--- config.mk ---
export PLATFORM = sky130hd
export DESIGN_NAME = seg7_capture_flat
export DESIGN_NICKNAME = d
export VERILOG_FILES = /design/src/rtl/seg7_capture_if.sv /design/src/rtl/seg7_capture.sv /design/src/flat_wrapper.sv
export SDC_FILE = /design/constraint.sdc
export NUM_CORES = 1
export LEC_CHECK = 0
export ABC_AREA = 0
export CAP_MARGIN = 40
export CORE_MARGIN = 4
export CORE_UTILIZATION = 38
export CTS_CLUSTER_DIAMETER = 80
export DETAILED_ROUTE_END_ITERATION = 10
export MAX_ROUTING_LAYER = met4
export PLACE_DENSITY = 0.59
export SETUP_SLACK_MARGIN = 0.05
export SYNTH_ARGS = -nofsm -noshare
export SYNTH_HDL_FRONTEND = slang
export SYNTH_SLANG_ARGS = --single-unit
--- constraint.sdc ---
create_clock -name clk -period 4.39 [get_ports clk]
set_input_delay 0.6585 -clock clk [delete_from_list [all_inputs] [get_ports clk]]
set_output_delay 0.6585 -clock clk [all_outputs]
set_load 0.05 [all_outputs]
--- src/rtl/seg7_capture_if.sv ---
// rtl/seg7_capture_if.sv - segment bus and reconstructed-value signals
interface seg7_capture_if;
  logic [6:0] seg;
  logic [1:0] dig_sel;
  logic [7:0] bcd;
  logic [7:0] led;
  logic       both_valid;
  logic [1:0] err;
  logic       upd;

  modport master (
    output seg, dig_sel,
    input  bcd, led, both_valid, err, upd
  );

  modport slave (
    input  seg, dig_sel,
    output bcd, led, both_valid, err, upd
  );
endinterface

--- src/rtl/seg7_capture.sv ---
// rtl/seg7_capture.sv - stability-filtered 7-segment bus decoder to 2-digit BCD
module seg7_capture #(
  parameter int unsigned STABLE_CYCLES = 4
) (
  input  logic           clk,
  input  logic           rst,
  seg7_capture_if.slave  bus
);

  localparam logic [7:0] CNT_MAX = 8'(STABLE_CYCLES - 1);

  typedef enum logic [1:0] {
    WAIT   = 2'd0,
    ACCEPT = 2'd1,
    HOLD   = 2'd2
  } state_t;

  state_t     state, state_n;
  logic [8:0] pair_d, pair_q;
  logic [7:0] cnt;
  logic       same;
  logic       accept;

  logic [3:0] tens, ones;
  logic [1:0] err;
  logic       have_tens, have_ones;
  logic       have_tens_n, have_ones_n;
  logic       both_valid;
  logic       upd;

  logic [6:0] seg_q;
  logic [1:0] sel_q;
  logic       legal;
  logic [3:0] digit;

  assign pair_d = {bus.seg, bus.dig_sel};
  assign same   = (pair_d == pair_q);
  assign seg_q  = pair_q[8:2];
  assign sel_q  = pair_q[1:0];

  always_ff @(posedge clk or posedge rst) begin
    if (rst) begin
      pair_q <= 9'd0;
      cnt    <= 8'd0;
    end else begin
      pair_q <= pair_d;
      if (!same)
        cnt <= 8'd0;
      else if (cnt != CNT_MAX)
        cnt <= cnt + 8'd1;
    end
  end

  always_ff @(posedge clk or posedge rst) begin
    if (rst)
      state <= WAIT;
    else
      state <= state_n;
  end

  // ACCEPT is entered on the edge the counter saturates, so the update lands one edge later
  always_comb begin
    state_n = state;
    accept  = 1'b0;
    case (state)
      WAIT: begin
        if (same && (cnt == CNT_MAX - 8'd1))
          state_n = ACCEPT;
      end
      ACCEPT: begin
        accept  = 1'b1;
        state_n = same ? HOLD : WAIT;
      end
      HOLD: begin
        if (!same)
          state_n = WAIT;
      end
      default: state_n = WAIT;
    endcase
  end

  always_comb begin
    legal = 1'b1;
    digit = 4'd0;
    case (seg_q)
      7'b0111111: digit = 4'd0;
      7'b0000110: digit = 4'd1;
      7'b1011011: digit = 4'd2;
      7'b1001111: digit = 4'd3;
      7'b1100110: digit = 4'd4;
      7'b1101101: digit = 4'd5;
      7'b1111101: digit = 4'd6;
      7'b0000111: digit = 4'd7;
      7'b1111111: digit = 4'd8;
      7'b1100111: digit = 4'd9;
      default:    legal = 1'b0;
    endcase
  end

  always_comb begin
    have_tens_n = have_tens | (accept && legal && (sel_q == 2'b10));
    have_ones_n = have_ones | (accept && legal && (sel_q == 2'b01));
  end

  always_ff @(posedge clk or posedge rst) begin
    if (rst) begin
      tens       <= 4'd0;
      ones       <= 4'd0;
      err        <= 2'b00;
      have_tens  <= 1'b0;
      have_ones  <= 1'b0;
      both_valid <= 1'b0;
      upd        <= 1'b0;
    end else begin
      upd        <= 1'b0;
      have_tens  <= have_tens_n;
      have_ones  <= have_ones_n;
      both_valid <= have_tens_n & have_ones_n;
      if (accept) begin
        case (sel_q)
          2'b10: begin
            if (legal) begin
              tens   <= digit;
              err[1] <= 1'b0;
              upd    <= (tens != digit);
            end else begin
              err[1] <= 1'b1;
            end
          end
          2'b01: begin
            if (legal) begin
              ones   <= digit;
              err[0] <= 1'b0;
              upd    <= (ones != digit);
            end else begin
              err[0] <= 1'b1;
            end
          end
          default: ;
        endcase
      end
    end
  end

  assign bus.bcd        = {tens, ones};
  assign bus.led        = {tens, ones};
  assign bus.err        = err;
  assign bus.both_valid = both_valid;
  assign bus.upd        = upd;

endmodule

--- src/flat_wrapper.sv ---
// flat-port wrapper written by rule: the top's interface ports become plain ports
module seg7_capture_flat 
#(
  parameter int unsigned STABLE_CYCLES = 4
)
  (clk, rst, bus_seg, bus_dig_sel, bus_bcd, bus_led, bus_both_valid, bus_err, bus_upd);
  seg7_capture_if bus_i ();
  input  logic clk;
  input  logic rst;
  input wire logic [$bits(bus_i.seg)-1:0] bus_seg;
  input wire logic [$bits(bus_i.dig_sel)-1:0] bus_dig_sel;
  output wire logic [$bits(bus_i.bcd)-1:0] bus_bcd;
  output wire logic [$bits(bus_i.led)-1:0] bus_led;
  output wire logic [$bits(bus_i.both_valid)-1:0] bus_both_valid;
  output wire logic [$bits(bus_i.err)-1:0] bus_err;
  output wire logic [$bits(bus_i.upd)-1:0] bus_upd;
  assign bus_i.seg = bus_seg;
  assign bus_i.dig_sel = bus_dig_sel;
  assign bus_bcd = bus_i.bcd;
  assign bus_led = bus_i.led;
  assign bus_both_valid = bus_i.both_valid;
  assign bus_err = bus_i.err;
  assign bus_upd = bus_i.upd;
  seg7_capture #(.STABLE_CYCLES(STABLE_CYCLES)) u_core (.clk(clk), .rst(rst), .bus(bus_i));
endmodule
* Yosys cells after proc, flatten, opt, wreduce, memory -nomap -nowiden
Cells that the tools add are included.
** Word-level totals
- Flip-flop bits (word level) :: 33
- Bits of input ports :: 11
- Output and inout bits :: 20
** Cells by class
- Add/subtract/negate cells :: 1
- Equality and inequality tests :: 22
- Mux-type cells :: 14
- Bitwise gates (word level) :: 3
- Reductions and logical operators :: 11
** Operators by type and width (count)
- $eq A7 B7 Y1 const B :: 7
- $pmux W4 S9 :: 1
- $mux W8 :: 2
- $eq A7 B3 Y1 const B :: 2
- $reduce_or A10 Y1 :: 1
- $eq A9 B9 Y1 :: 1
- $add A8 B1 Y8 const B :: 1
- $eq A8 B2 Y1 const B :: 1
- $ne A4 B4 Y1 :: 2
- $ne A8 B2 Y1 const B :: 1
- $eq A7 B6 Y1 const B :: 1
- $mux W1 :: 6
- $mux W2 :: 3
- $pmux W2 S3 :: 1
- $reduce_and A2 Y1 :: 3
- $reduce_and A3 Y1 :: 2
- $eq A2 B1 Y1 const B :: 2
- $eq A2 B2 Y1 const B :: 2
- $logic_and A1 B1 Y1 :: 4
- $ne A2 B2 Y1 const B :: 2
- $logic_not A2 Y1 :: 1
- $ne A2 B1 Y1 const B :: 1
- $or A1 B1 Y1 :: 2
- $pmux W1 S2 :: 1
- $and A1 B1 Y1 :: 1

* Logic depth before layout (Yosys ltp)
- Depth in word-level cells :: 7
- Depth in mapped cells :: 8
- Mapped depth without buffers :: 7

* Worst setup path after synthesis
No wires, ideal clock.
- Kind :: register to register
- Start :: reg u_core.pair_q[2]
- End :: reg u_core.ones[0]
- Library setup time :: 0.125 ns
- Data arrival time :: 1.932 ns
- Slack :: 2.333 ns
- Stages on the path, launching flop included :: 7
- Buffers on the path :: 1
- Period minus slack after synthesis :: 2.057 ns
- Path through :: dfrtp_1 > buf_6 > or4_4 > a211oi_2 > nor3_2 > a21oi_4 > mux2_2
** On the way
- Longest elaborated chain between the ends :: 4
** Ends and longest elaborated chain
- start: declaration :: RTL line seg7_capture.sv:19 : logic [8:0] pair_d, pair_q;
- start signal: assignment :: RTL line seg7_capture.sv:46 : pair_q <= pair_d;
- $eq A7 B6 Y1, or another cell as far along :: RTL line seg7_capture.sv:85 : case (seg_q)
- $reduce_or A10 Y1 (no source line)
- $mux W1 :: RTL line seg7_capture.sv:85
- $reduce_and A3 Y1 (no source line)
- end signal: assignment :: RTL line seg7_capture.sv:132 : ones <= digit;
- end: declaration :: RTL line seg7_capture.sv:24 : logic [3:0] tens, ones;
Several ways; a longest one is shown, not always the timed one.
A chain may end at the register's enable or synchronous reset.

* Worst setup path after layout
- Start :: reg u_core.pair_q[7]
- End :: reg u_core.ones[3]
Same word-level chain as after synthesis.

==> impl_metrics.json <==
{
  "outcome": "completed",
  "utilization_pct": 48.2,
  "drtPass1Iterations": 2,
  "r2r-start": "u_core.pair_q[7]$_DFF_PP0_",
  "num_io_pins": 31,
  "dp_cells": 241,
  "grt_pass1_wl_um": 6120,
  "holdCritStartpoint": "u_core.have_ones$_DFF_PP0_",
  "start_kind": "flip-flop",
  "power_uw": 649,
  "critPathSlowestCell": "dfrtp_1",
  "synth_seq_area_share_pct": 45.9,
  "cp.arrival_ns": 2.46,
  "holdWs_ns": 0.450,
  "avgSynthCellArea_um2": 10.3,
  "min_path_type": "reg -> reg",
  "critical-path-top-delay-family": "simple AND/OR/NAND/NOR gates",
  "finalCritPeriodShare_pct": 52.4,
  "hold_viol_final": 0,
  "netlist_instances": 175,
  "cp.depth": 5,
  "timing.setup.tns_ns": 0,
  "crit_path_max_incr_delay_ns": 0.61,
  "cts-root-buf": "clkbuf_8",
  "coreArea_um2": 4470,
  "n_antenna_cell": 0,
  "track_usage_pct": 13.2,
  "setup_viol": 0,
  "power_density_nw_per_um2": 301,
  "areaGrowthSynthToFinish_pct": 19.7,
  "grt_start_max_net_pins": 34,
  "final_cell_mix": "dfrtp_1 (33), clkdlybuf4s50_1 (30), nor2_1 (23)",
  "drv_slew": 0,
  "cp-startpoint": "u_core.pair_q[7]$_DFF_PP0_",
  "die_y_um": 76.8,
  "start_util_pct": 40.2,
  "syn_nets": 190,
  "final_common_cell": "dfrtp_1",
  "vias_per_cell": 5.28,
  "htreeDepth": 2,
  "hold_depth": 1,
  "required_ns": 4.55,
  "ys_types": 35,
  "ant_nets": 0,
  "drive_above_1_share_pct": 11.2,
  "cts.sinks": 33,
  "final_cells": 249,
  "dpl_cell_area_um2": 2040,
  "fp.dieW_um": 76.8,
  "r2r_cells": 5,
  "postCtsSetupRepairBufs": 0,
  "clockBufferDepth": 2,
  "critPathMaxFanout": 13,
  "drc": 0,
  "cts-hold-fix-buffers": 0,
  "finish.instance_area_um2": 2160,
  "layout_min_cycle_time_ns": 2.30,
  "wl_um": 3450,
  "skew_ns": 0.00438,
  "ir_drop_v": 0.000162,
  "clk_pin_slew_ns": 0.07,
  "power.leakage_nw": 0.887,
  "setup_slack_ns": 2.09,
  "ys.warnings.count": 0,
  "post-place-ws_ns": 1.98,
  "crit_chain": "nand3_1, nor3_1, nor3_2, a21oi_4, mux2_2",
  "drtIter0Drc": 55,
  "ys_ff_latch": 33,
  "clk_latency_ns": 0.28,
  "crit_path_end": "u_core.ones[3]$_DFFE_PP0P_",
  "critPathKind": "reg -> reg",
  "mappedNetlistArea_um2": 1800,
  "nets": 211,
  "relSlewSlack_pct": 61.3,
  "place_congestion": 0.809,
  "timing.rr.end": "u_core.ones[3]$_DFFE_PP0P_",
  "grt_overflow": 0,
  "vias": 1315,
  "routedWlPerCell_um": 13.8,
  "port_buffers": 30,
  "max_cap_violations": 0,
  "grt_pass1_vias": 1349,
  "critPathCaptureType": "flip-flop",
  "max_freq_ghz": 0.435,
  "dieArea_um2": 5900,
  "grt_antenna_before_repair": 0,
  "post_cts_resized": 0,
  "cts-buffers-inserted": 5,
  "rsz0062_at_grt": "false",
  "r2r_slack_ns": 2.09,
  "tritoncts": "done",
  "core.rowCount": 24,
  "worst_slew_pin_slew_ns": 0.577,
  "dp_hpwl_um": 2560,
  "critPathBufInv": 0
}
-- final cells by class --
cell class                 instances  area [um^2]
inverter                           4         15.0
clock buffer                       7         86.3
sequential                        33          826
clock inverter                     1         30.0
multi-input combinational        121          826
fill                             399         2320
timing repair buffer              31          308
tap                               52         65.1
-- per-layer routing --
| metal | track usage (%) | up-vias | share of wire, % |
|---|---|---|---|
| met5 | - | - | 0 |
| met3 | 3.28 | 2 | 4.9 |
| met1 | 15.2 | 655 | 44 |
| met2 | 21.4 | 27 | 51 |
| met4 | 6.34 | 0 | 0.67 |
| li1 | - | 631 | - |
-- worst min path at each step --
stage / endpoint / slack (ns)
floorplan: u_core.have_tens$_DFF_PP0_ / 0.42
global placement: u_core.have_ones$_DFF_PP0_ / 0.43
detailed placement: u_core.have_ones$_DFF_PP0_ / 0.44
CTS: u_core.have_ones$_DFF_PP0_ / 0.45
global route: u_core.have_ones$_DFF_PP0_ / 0.46
finish: u_core.have_ones$_DFF_PP0_ / 0.45
-- sequential cells by signal, indices dropped and copies added (netlist names) --
name / count
u_core.pair_q: 9
u_core.ones: 4
u_core.state: 2
u_core.cnt: 8
u_core.have_tens: 1
u_core.have_ones: 1
u_core.bus.both_valid: 1
u_core.tens: 4
u_core.bus.err: 2
u_core.bus.upd: 1
-- cells in the mapped netlist --
cell       instances  area (um^2)
nor2b_1            1         6.26
nor3_2             1         10.0
and2_1             1         6.26
or3b_2             1         8.76
o311a_1            1         10.0
a21oi_1            7         35.0
nand4bb_1          1         11.3
dfrtp_1           33          826
nor3b_1            1         7.51
mux2_2             6         67.6
a211oi_1           1         7.51
nand3_1            8         40.0
nand4_1            6         37.5
nor2_1            23         86.3
buf_4             12         90.1
a2111oi_0          1         8.76
xnor2_1            9         78.8
nand2_1           13         48.8
o311ai_1           1         8.76
inv_1              4         15.0
ha_1               4         50.1
nor4_1             3         18.8
o21ai_0            1         5.00
or2_2              2         12.5
buf_6              3         33.8
or4_4              1         11.3
nand3b_1           2         15.0
clkbuf_2           2         10.0
mux2i_1            3         30.0
a21oi_4            2         32.5
a211oi_2           1         12.5
nor3_1             4         20.0
and2b_1            1         7.51
nor4b_1            1         8.76
xor2_1            14          123
-- power breakdown --
part	total [mW]	internal [mW]	leakage, nW	switching [mW]
clock network	0.289	0.185	0.0585	0.104
registers	0.320	0.308	0.440	0.0116
logic	0.0406	0.0211	0.389	0.0195
total	0.649	0.514	0.887	0.135
-- worst register-to-register path, delay by kind of cell, from the launching register on --
| family | cells | cell delay [ns] |
|---|---|---|
| AND/OR/NAND/NOR | 3 | 0.88 |
| AO/OA/AOI/OAI | 1 | 0.32 |
| multiplexers | 1 | 0.38 |
| flip-flops | 1 | 0.61 |
-- cell families after synthesis --
kind of cell               count (synthesis)  synth area share, %
AOI/OAI and AO/OA                         15                 6.67
xor gates and xnor gates                  23                 11.2
adders and majority gates                  4                 2.78
buffers and inverters                     21                 8.27
DFF                                       33                 45.9
muxes                                      9                 5.42
and+or+nand+nor                           70                 19.8
No activity file was read; power rests on OpenSTA's default activity.
